`src/rtl/stack_sequencer.sv`:
```
// Stack command sequencer: runs PUSH/POP/PEEK/LOAD_SP by reading SP from the register file,
// touching data memory, and writing SP back. The stack grows downward from STACK_BASE.
module stack_sequencer #(
  parameter int               WIDTH       = 16,
  parameter logic [3:0]       SP_ADDR     = 4'd4,
  parameter logic [WIDTH-1:0] STACK_BASE  = 16'h0100,
  parameter logic [WIDTH-1:0] STACK_LIMIT = 16'h00F0
) (
  input  logic             clock,
  input  logic             reset,
  input  logic             cmdValid,
  input  logic [1:0]       cmdOp,
  input  logic [WIDTH-1:0] cmdData,
  output logic             cmdReady,
  output logic             resultValid,
  output logic [WIDTH-1:0] resultData,
  output logic             resultError,
  output logic             regRead,
  output logic             regWrite,
  output logic [3:0]       regAddress,
  output logic [WIDTH-1:0] regWriteData,
  input  logic [WIDTH-1:0] regReadData,
  output logic             memRead,
  output logic             memWrite,
  output logic [WIDTH-1:0] memAddress,
  output logic [WIDTH-1:0] memWriteData,
  input  logic [WIDTH-1:0] memReadData,
  input  logic             memReady
);

  typedef enum logic [2:0] {S_IDLE, S_RD_SP, S_CHECK, S_MEM, S_WR_SP, S_DONE} state_e;
  typedef enum logic [1:0] {OP_PUSH, OP_POP, OP_PEEK, OP_LOAD} op_e;

  state_e           state_q, state_d;
  op_e              op_q, op_d;
  logic [WIDTH-1:0] data_q, data_d;
  logic [WIDTH-1:0] sp_q, sp_d;
  logic [WIDTH-1:0] resData_q, resData_d;
  logic             resErr_q, resErr_d;
  logic             ready_q;

  logic [WIDTH-1:0] spDec, spInc;
  logic             loadBad, checkErr;

  assign spDec    = sp_q - WIDTH'(1);
  assign spInc    = sp_q + WIDTH'(1);
  assign loadBad  = (data_q > STACK_BASE) || (data_q < STACK_LIMIT);
  assign checkErr = ((op_q == OP_PUSH) && (sp_q == STACK_LIMIT)) ||
                    (((op_q == OP_POP) || (op_q == OP_PEEK)) && (sp_q == STACK_BASE));

  // ready_q keeps cmdReady low until the first edge after reset is released.
  always_ff @(posedge clock) begin
    if (!reset) begin
      state_q   <= S_IDLE;
      resData_q <= '0;
      resErr_q  <= 1'b0;
      ready_q   <= 1'b0;
    end else begin
      state_q   <= state_d;
      resData_q <= resData_d;
      resErr_q  <= resErr_d;
      ready_q   <= 1'b1;
    end
  end

  always_ff @(posedge clock) begin
    op_q   <= op_d;
    data_q <= data_d;
    sp_q   <= sp_d;
  end

  assign regAddress   = SP_ADDR;
  assign memAddress   = (op_q == OP_PUSH) ? spDec : sp_q;
  assign memWriteData = data_q;
  assign cmdReady     = (state_q == S_IDLE) && ready_q;
  assign resultValid  = (state_q == S_DONE);
  assign resultError  = (state_q == S_DONE) && resErr_q;
  assign resultData   = resData_q;

  always_comb begin
    case (op_q)
      OP_PUSH: regWriteData = spDec;
      OP_POP:  regWriteData = spInc;
      default: regWriteData = data_q;
    endcase
  end

  always_comb begin
    state_d   = state_q;
    op_d      = op_q;
    data_d    = data_q;
    sp_d      = sp_q;
    resData_d = resData_q;
    resErr_d  = resErr_q;
    regRead   = 1'b0;
    regWrite  = 1'b0;
    memRead   = 1'b0;
    memWrite  = 1'b0;
    case (state_q)
      S_IDLE: begin
        if (cmdValid && cmdReady) begin
          op_d     = op_e'(cmdOp);
          data_d   = cmdData;
          resErr_d = 1'b0;
          state_d  = (op_e'(cmdOp) == OP_LOAD) ? S_WR_SP : S_RD_SP;
        end
      end
      S_RD_SP: begin
        regRead = 1'b1;
        sp_d    = regReadData;
        state_d = S_CHECK;
      end
      S_CHECK: begin
        if (checkErr) begin
          resErr_d  = 1'b1;
          resData_d = sp_q;
          state_d   = S_DONE;
        end else begin
          state_d = S_MEM;
        end
      end
      S_MEM: begin
        memWrite = (op_q == OP_PUSH);
        memRead  = (op_q != OP_PUSH);
        if (memReady) begin
          if (op_q != OP_PUSH) resData_d = memReadData;
          state_d = (op_q == OP_PEEK) ? S_DONE : S_WR_SP;
        end
      end
      S_WR_SP: begin
        // A rejected LOAD_SP reads SP here so the error result carries the unchanged value.
        if ((op_q == OP_LOAD) && loadBad) begin
          regRead   = 1'b1;
          resData_d = regReadData;
          resErr_d  = 1'b1;
        end else begin
          regWrite = 1'b1;
          if (op_q != OP_POP) resData_d = regWriteData;
        end
        state_d = S_DONE;
      end
      S_DONE: begin
        state_d = S_IDLE;
      end
      default: state_d = S_IDLE;
    endcase
  end

endmodule
```
`config.mk`:
```
export PLATFORM = sky130hd
export DESIGN_NAME = stack_sequencer
export DESIGN_NICKNAME = d
export VERILOG_FILES = /design/src/rtl/stack_sequencer.sv
export SDC_FILE = /design/constraint.sdc
export NUM_CORES = 1
export LEC_CHECK = 0
export ABC_AREA = 1
export ABC_CLOCK_PERIOD_IN_PS = 2900
export BUFFER_PORTS_ARGS = -buffer_cell sky130_fd_sc_hd__buf_2
export CORE_MARGIN = 2
export CORE_UTILIZATION = 30
export DETAILED_ROUTE_END_ITERATION = 6
export GPL_TIMING_DRIVEN = 0
export PLACE_DENSITY = 0.55
export SYNTH_ARGS = -nofsm -noshare
export SYNTH_HDL_FRONTEND = slang
export SYNTH_SLANG_ARGS = --single-unit
```
`constraint.sdc`:
```
create_clock -name clock -period 2.9 [get_ports clock]
set_input_delay 0 -clock clock [delete_from_list [all_inputs] [get_ports clock]]
set_output_delay 0 -clock clock [all_outputs]
set_load 0.1 [all_outputs]
```
# --- Word-level counts from Yosys, hierarchy flattened ---
# Cells that the tools add are included.
totals:
  wordCells: 72
  ff_bits: 55
  output_inout_bits: 75
  inputBits: 54
classes:
  n_lt_le_gt_ge: 2
  n_reduce_logical: 18
  eq_ne: 18
  mux: 25
  n_addsub: 2
op_table:
  columns: ["op", "n"]
  rows:
  - ["2-to-1 mux 16 bit", 6]
  - ["one-hot mux 16 bit (3 select lines)", 1]
  - ["one-hot mux 16 bit (2 select lines)", 1]
  - ["adder 16 x 1 -> 16 bit (second input constant)", 1]
  - ["equality test 16 x 8 -> 1 bit (second input constant)", 1]
  - ["equality test 16 x 9 -> 1 bit (second input constant)", 1]
  - ["greater-than comparator 16 x 9 -> 1 bit (second input constant)", 1]
  - ["< comparator 16 x 8 -> 1 bit (second input constant)", 1]
  - ["subtractor 16 x 1 -> 16 bit (second input constant)", 1]
  - ["one-hot mux 3 bit (5 select lines)", 1]
  - ["2-to-1 mux 3 bit", 4]
  - ["2-to-1 mux 1 bit", 10]
  - ["inequality test 2 bit (second input constant)", 4]
  - ["equality test 2 bit (second input constant)", 3]
  - ["equality test 3 x 2 -> 1 bit (second input constant)", 2]
  - ["equality test 3 bit (second input constant)", 2]
  - ["logical AND 1 bit", 6]
  - ["nonzero test 3 bit", 2]
  - ["AND reduction 5 bit", 1]
  - ["inequality test 2 x 1 -> 1 bit (second input constant)", 2]
  - ["AND reduction 2 bit", 2]
  - ["AND reduction 4 bit", 1]
  - ["equality test 3 x 1 -> 1 bit (second input constant)", 1]
  - ["zero test 3 bit", 1]
  - ["7 further kinds", 9]

# --- Logic depth before layout (Yosys ltp) ---
# Gate-level depths: netlist of run 1.
logic_depth:
  ltp_word: 6
  mapped_depth: 13
  mapped_depth_nobuf: 12

# --- Worst setup path after synthesis of run 1 ---
# No wires, ideal clock.
synth_timing:
  path_type: "register -> register"
  startpoint: "reg op_q[0]"
  endpoint: "reg resData_q[1], in the netlist resultData[1]"
  stages_incl_launch_ff: 11
  required_ps: 2835
  synth_period_minus_slack_ps: 3797
  n_path_buf: 1
  setup_ps: 65
  arrival_ps: 3732
  slack_ps: -897
  cell_sequence: "edfxtp_1 inv_1 ha_1 nor2_1 inv_1 buf_2 o21ai_0 nand2_1 nand3_1 nor2_1 nor2_1"
synth_between:
  elab_cells_between_ends: 19
  classes_between: "eq/ne (7); mux (4); reduce/logical (8)"
synth_rtl:
  columns: ["item", "line", "rtl"]
  rows:
  - ["start: declaration", "35", "op_e op_q, op_d;"]
  - ["start signal: assignment", "67", "op_q <= op_d;"]
  - ["equality test 2 x 1 -> 1 bit / zero test 2 bit (equally long branches)", "81", "case (op_q)"]
  - ["one-hot mux 16 bit (2 select lines) *", "81", null]
  - ["net regWriteData[1]", "21", "output logic [WIDTH-1:0] regWriteData,"]
  - ["2-to-1 mux 16 bit *", "138", "if (op_q != OP_POP) resData_d = regWriteData;"]
  - ["2-to-1 mux 16 bit *", "132", "if ((op_q == OP_LOAD) && loadBad) begin"]
  - ["one-hot mux 16 bit (3 select lines) *", "99", "case (state_q)"]
  - ["end signal: assignment", "60", "resData_q <= resData_d;"]
  - ["end: declaration", "38", "logic [WIDTH-1:0] resData_q, resData_d;"]
# The timed path passes the listed nets; every way through them passes the cells marked *. The select of a mux whose other input is x is not followed.
# A chain may end at the register's enable or synchronous reset.

# --- Final worst setup path of run 1 ---
layout_timing:
  startpoint: "reg op_q[0]"
  endpoint: "out regWriteData[4]"
layout_between:
  elab_chain_len: 2
  elab_cells_between_ends: 3
  classes_between: "eq/ne (1); mux (1); reduce/logical (1)"
layout_rtl:
  columns: ["item", "line"]
  rows:
  - ["equality test 2 x 1 -> 1 bit / zero test 2 bit (equally long branches)", "81"]
  - ["one-hot mux 16 bit (2 select lines) *", "81"]
  - ["end: declaration", "21"]
# Every way passes the cells marked *; elsewhere a longest branch is shown, timed or not.

==> metrics.md, run 1 <==
| Metric | Value |
|---|---|
| Status | finished, final reports clean |
| Max-Cap Viols | 0 |
| Clk root buf | clkbuf_16 |
| Cell mode on critical path | inv_1 |
| Area growth syn-to-layout | 37.0% |
| CP max FO | 10 |
| Synth Warn # | 0 |
| GR Util All Layers | just over 20% |
| Fill cells | around 1,300 |
| Chip Height | about 120 µm |
| First-pass GRT wire length | 21,300 µm |
| Initial core utilization | between 30 and 40% |
| Vias in the first global route | around 4,200 |
| Non-Filler Instances | slightly below 900 |
| Worst-case clock buffer depth | 2 |
| RSZ-0062 raised after global routing | no |
| Seq pwr share | between 20% and 30% |
| Syn Area/Cell | just under 7 µm² |
| Cell Area, Synth | between 3000 and 4000 µm² |
| Mapped Cells | around 540 |
| Die area | 13,400 µm² |
| Slew Limit Fails | 0 |
| Clk sinks | 55 |
| Clk slew on worst S/H paths | approximately 0.080 ns |
| Max stage delay on crit path | around 0.50 ns |
| Setup_tns | 0 ns |
| Min-Delay Path Class | in -> reg |
| TritonCTS Buffers | 5 |
| Async SR Flop Fraction | 0% |
| Critical setup path kind | reg -> out |
| Iteration-0 DRC Markers | 229 |
| Power density over the cells | between 1000 and 1500 nW/µm² |
| Worst skew pair latency | 0.31 ns |
| Fin util | ~42% |
| Share of layout cells above drive strength 1 | between 20% and 30% |
| Largest net degree at the start of global routing | 20 |
| Post-synthesis xor/xnor area fraction | 0% |
| Initial antenna violation count | 0 |
| Final Skew | between 0.01 and 0.015 ns |
| Synth Area in Simple Gates | roughly two fifths |
| I/O Pins | between 100 and 150 |
| Core box area | between 10,000 and 15,000 µm² |
| Routed Antenna Nets | 0 |
| Switch Pwr | roughly 3.8 mW |
| Placed insts | roughly 840 |
| Worst path slowest cell | clkbuf_1 |
| Final layout net count | slightly below 800 |
| Int Power | approximately 2.1 mW |
| Vias | between 4,000 and 5,000 |
| Total gr overflow | 0 |
| Comb pwr share | just under 70% |
| Critical Path End Type | output pin |
| Chip width | 116 µm |
| Clock power frac | 10.5% |
| CP cell instances | inv_1 -> ha_1 -> nor2_2 -> inv_1 -> clkbuf_1 -> o22ai_1 -> inv_1 -> buf_2 |
| Max Clock Freq | around 370 MHz |
| Critical path startpoint category | register |
| Synth Flop Type | edfxtp_1 |
| Largest family of logic cells by synthesized area | simple AND/OR/NAND/NOR gates |
| N_diodes | 0 |
| Synth Area in Compound Gates | 11.1% |
| Synth unique cells | 36 |
| Crit path DAT | between 2 and 3 ns |
| Worst path required time | between 2 and 3 ns |
| Slew @ Worst Pin | just over 0.7 ns |
| Post-synthesis sequential area ratio | 38.6% |
| #FFs+latches synth | 55 |
| Multiplexer share of the synthesized area | 0% |
| Final Hold Viols | 0 |
| FP Rows | 40 |
| Synth Area in Adders | about 2.3% |
| TritonCTS clock tree | built |
| Worst rel slew slack | between 50 and 60% |
| Final period utilization | between 90 and 100% |
| Routed WL | around 14,000 µm |
| Setup bufs post-CTS | 0 |
| Post-synth EDFFs | 34 |
| TritonRoute pass-1 iters | 4 |
| DR DRC count | 0 |
| Setup-failing EPs final | 0 |
| Switching Fraction | about 64% |
| H-tree depth | 2 |
| Per-cell routed wire length | between 15 and 20 µm |
| Port Buf Inserts | 124 |
| Leak | between 2 and 2.5 nW |
| Final Cell Area | a little over 5000 µm² |
| Total Power | 5.95 mW |
| Fin crit period | ~2.7 ns |
| VDD IR max | slightly above 0.7 mV |
| Vias per cell | 4.76 |
| Placed instance area | around 4600 µm² |
| Final HPWL DP | approximately 11,000 µm |
| Routability congestion estimate | ~0.87 |
[synth_stat cells, types with 7 or more instances]
cell | count | area share (%)
nand4_1 | 8 | 1.3
o21ai_0 | 30 | 4.0
edfxtp_1 | 34 | 27
o21ai_1 | 8 | 1.1
inv_1 | 59 | 5.9
nand3_1 | 69 | 9.2
nand2_1 | 142 | 14
a21oi_1 | 27 | 3.6
ha_1 | 7 | 2.3
dfxtp_1 | 21 | 11
buf_2 | 9 | 1.2
nor2_1 | 72 | 7.2
[critical path: cells and delay by family, from the launching register on]
kind | cells | cell delay, ns
DFF | 1 | 0.42
adders and majority gates | 1 | 0.29
buffers and inverters | 5 | 1.30
and+or+nand+nor | 1 | 0.13
AOI/OAI and AO/OA | 1 | 0.25
[placed cells by master, fill, tap and decap left out, drive strengths merged, types with 3 or more instances in the layout]
cell	n
dfxtp	21
edfxtp	34
nand3	71
ha	7
inv	63
nor2	81
clkbuf	11
or2	3
nand2	146
nor3	4
o21ai	38
a22oi	3
buf	139
a31oi	4
conb	4
nand3b	4
clkinv	3
a21oi	27
nand4	8
dlygate4sd3	36
[layer usage]
metal	wire length [µm]	track usage, %	up-vias
li1	-	-	2121
met1	6200	26.3	1948
met2	6700	36.0	116
met3	643	3.14	17
met4	221	5.56	0
met5	0	0	-
[what timing repair did]
action,CTS,global route
resized for setup,1,4
endpoints found under the setup margin,4,6
hold endpoints to repair,36,0
hold buffers,36,0
[final cells by class]
class,count,area [µm²],share of cell area (%)
Timing Repair Buffer,161,995,19.4
Tap cell,168,210,4.11
Inverter,63,241,4.72
Clock inverter,3,22.5,0.440
Sequential cell,55,1440,28.2
Multi-Input combinational cell,408,1970,38.5
Buffer,20,115,2.25
Clock buffer,5,125,2.44
[stage by stage]
step / setup slack [ns] / hold WS, ns
after floorplan: -0.405 / 0.0277
after global placement: -0.0939 / 0.177
after detailed placement: 0.243 / 0.178
after CTS: 0.105 / 0.0256
after global routing: 0.0822 / 0.0692
final: 0.209 / 0.0171
[power by group through the flow]
stage / Combinational [mW] / Sequential [mW] / Clock [mW]
after floorplan: 2.42 / 2.11 / 0
after global placement: 3.96 / 1.29 / 0
after detailed placement: 4.01 / 1.29 / 0
after CTS: 4.05 / 1.27 / 0.635
after global routing: 4.28 / 1.30 / 0.661
final: 4.05 / 1.27 / 0.626
[worst paths after layout]
kind / startpoint / to / slack [ns] / cells after the start
setup / recovery: op_q[0] / regWriteData[4] / 0.21 / 8
hold / removal: memReadData[3] / resultData[3] / 0.02 / 5
hold reg to reg: resultData[12] / resultData[12] / 0.47 / 2
setup reg to reg: op_q[0] / resultData[4] / 0.53 / 9
[flip-flops by register name, summed over array words and instances, names as in the netlist]
signal and cells:
resErr_q 1, state_q 3, resultData 16, memWriteData 16
sp_q 16, op_q 2, ready_q 1
[logic make-up after synthesis]
logic type	count (synthesis)
AO/OA/AOI/OAI	78
other	2
flip-flops	55
buffers and inverters	83
adder cells (fa/ha/maj)	7
AND/OR/NAND/NOR	319
Power figures use the tool's default switching activity.
==> inputs of run 2 (changes only) <==
==> constraint.sdc (replaced) <==
create_clock -name clock -period 2.9 [get_ports clock]
set_input_delay 0 -clock clock [delete_from_list [all_inputs] [get_ports clock]]
set_output_delay 0 -clock clock [all_outputs]
set_load 0.01 [all_outputs]
==> run 2 against run 1 <==
Effect of this change: utilization is 0.16 points lower; flip-flop and latch count unchanged; register-to-register slack worse by 0.12 ns; first-iteration DRC count rose by 34%; clock power rose by 2%; cell count unchanged; worst setup slack got worse by 0.021 ns.
==> metrics.md, run 2 (same netlist as run 1, synthesis figures left out) <==
| Metric | Value |
|---|---|
| Per-cell routed wire length | roughly 16 µm |
| Placed insts | about 840 |
| Fin crit period | 2.71 ns |
| Crit path DAT | 2.71 ns |
| Status | finished, final reports clean |
| Seq pwr share | about 32% |
| Switching Fraction | 46.0% |
| Final HPWL DP | 11,000 µm |
| Chip Height | between 100 and 150 µm |
| Die area | around 13,000 µm² |
| Final Skew | 0.0109 ns |
| Non-Filler Instances | slightly below 900 |
| Crit. Startpoint | op_q[0] |
| Beginning of the worst register-to-register path | op_q[0] |
| TritonRoute pass-1 iters | 5 |
| Area growth syn-to-layout | 36.5% |
| Chip width | 116 µm |
| Critical path startpoint category | register |
| Clk sinks | 55 |
| Routed WL | approximately 14,000 µm |
| Clock power frac | 16.2% |
| TritonCTS clock tree | built |
| Vias in the first global route | roughly 4,100 |
| Worst Setup EP | memAddress[7] |
| Core box area | between 10,000 and 15,000 µm² |
| Initial antenna violation count | 0 |
| Routed Antenna Nets | 0 |
| Share of layout cells above drive strength 1 | between 20% and 30% |
| Commonest non-fill, non-tap cell in the layout | nand2_1 |
| VDD IR max | ~0.43 mV |
| Slew @ Worst Pin | approximately 0.71 ns |
| Max-Cap Viols | 0 |
| Cell mode on critical path | buf_2 |
| Initial core utilization | between 30% and 40% |
| CP max FO | 10 |
| Clk slew on worst S/H paths | 0.08 ns |
| TritonCTS Buffers | 5 |
| First-pass GRT wire length | roughly 21,000 µm |
| R2r endpoint | resultData[4] |
| Largest net degree at the start of global routing | 20 |
| Worst rel slew slack | 52.4% |
| Wire length on met2 | around 6700 µm |
| Setup slack, reg-to-reg | 0.41 ns |
| Reg2reg path depth | 9 |
| DR WL met3 | ~830 µm |
| Setup-failing EPs final | 0 |
| Worst path slowest cell | clkbuf_1 |
| Critical Path End Type | output pin |
| Clk root buf | clkbuf_16 |
| Int Power | 2.12 mW |
| Vias | 4,282 |
| Port Buf Inserts | ~120 |
| I/O Pins | approximately 130 |
| Met1 Routed Length | 5970 µm |
| Worst skew pair latency | 0.31 ns |
| RSZ-0062 raised after global routing | no |
| FP Rows | 40 |
| N_diodes | 0 |
| Max stage delay on crit path | 0.47 ns |
| Most frequent cells in the layout | nand2_1 (142), buf_2 (133), nor2_1 (72) |
| Routability congestion estimate | between 0.8 and 0.9 |
| Total gr overflow | 0 |
| Leak | ~2.4 nW |
| Worst-case clock buffer depth | 2 |
| Slew Limit Fails | 0 |
| Comb pwr share | between 50% and 60% |
| DR top layer | met4 |
| H-tree depth | 2 |
| Critical setup path kind | reg -> out |
| Worst path required time | 2.90 ns |
| Setup_tns | 0 ns |
| Final period utilization | just over 90% |
| Iteration-0 DRC Markers | 307 |
| Final Hold Viols | 0 |
| Power density over the cells | around 770 nW/µm² |
| GR Util All Layers | about a fifth |
| Final layout net count | a little under 800 |
| CP cell instances | inv_1 -> ha_1 -> buf_2 -> clkbuf_1 -> clkbuf_2 -> o21ai_0 -> buf_2 |
| DR DRC count | 0 |
| Vias per cell | between 4 and 5 |
| Setup bufs post-CTS | 0 |
| Min-Delay Path Class | in -> reg |
| Max Clock Freq | between 300 and 400 MHz |
| Switch Pwr | 1.80 mW |
[run 2: repair_timing]
item / 4_1_cts / 5_1_grt
gates resized for setup: 0 / 2
setup endpoints to repair: 0 / 8
hold buffers: 36 / 0
hold endpoints to repair: 36 / 0
[run 2: layout make-up]
| class | instances | area [µm²] |
|---|---|---|
| clock inverters | 3 | 22.5 |
| plain buffers | 20 | 114 |
| well taps | 168 | 210 |
| repair buffers | 161 | 992 |
| inverters | 63 | 241 |
| clock buffers | 5 | 125 |
| fillers | 1306 | 6960 |
| flip-flops and latches | 55 | 1440 |
| multi-input cells | 408 | 1950 |
[run 2: worst min-delay path by stage]
stage	from	to	slack [ns]	cells past startpoint
final	memReadData[3]	resultData[3]	0.02	5
after global routing	memReadData[3]	resultData[3]	0.06	5
after CTS	memReadData[3]	resultData[3]	0.02	5
after detailed placement	cmdData[10]	memWriteData[10]	0.18	1
after global placement	cmdData[1]	memWriteData[1]	0.18	1
after floorplan	reset	ready_q	0.03	0
[run 2: power by group through the flow]
stage | registers [mW] | clock network [mW] | logic (mW)
after floorplan | 1.30 | 0 | 1.20
after global placement | 1.29 | 0 | 1.93
after detailed placement | 1.29 | 0 | 1.98
after CTS | 1.27 | 0.648 | 2.02
after global routing | 1.30 | 0.670 | 2.25
final | 1.27 | 0.636 | 2.01
[run 2: per-layer routing]
metal  track usage (%)  vias up
met2              36.0      140
li1                  -     2125
met4              6.03        0
met5                 0        -
met1              26.3     1998
met3              3.56       19
[run 2: metrics by stage]
step	cell area, µm²	total power [mW]	worst slack (ns)	utilization, %	hold slack, ns
6_report	5100	3.92	0.188	42.3	0.0176
5_1_grt	5100	4.22	0.0778	42.3	0.0560
4_1_cts	5100	3.94	0.00665	42.3	0.0206
3_5_place_dp	4590	3.27	0.344	38.1	0.179
3_3_place_gp	4580	3.22	0.194	37.9	0.177
2_1_floorplan	3740	2.51	0.868	-	0.0277
[run 2: critical path: cells and delay by family (launching register included)]
family                   cells  cell delay [ns]
buffers and inverters        5             1.46
flip-flops                   1             0.43
AO/OA/AOI/OAI                1             0.20
adder cells (fa/ha/maj)      1             0.31
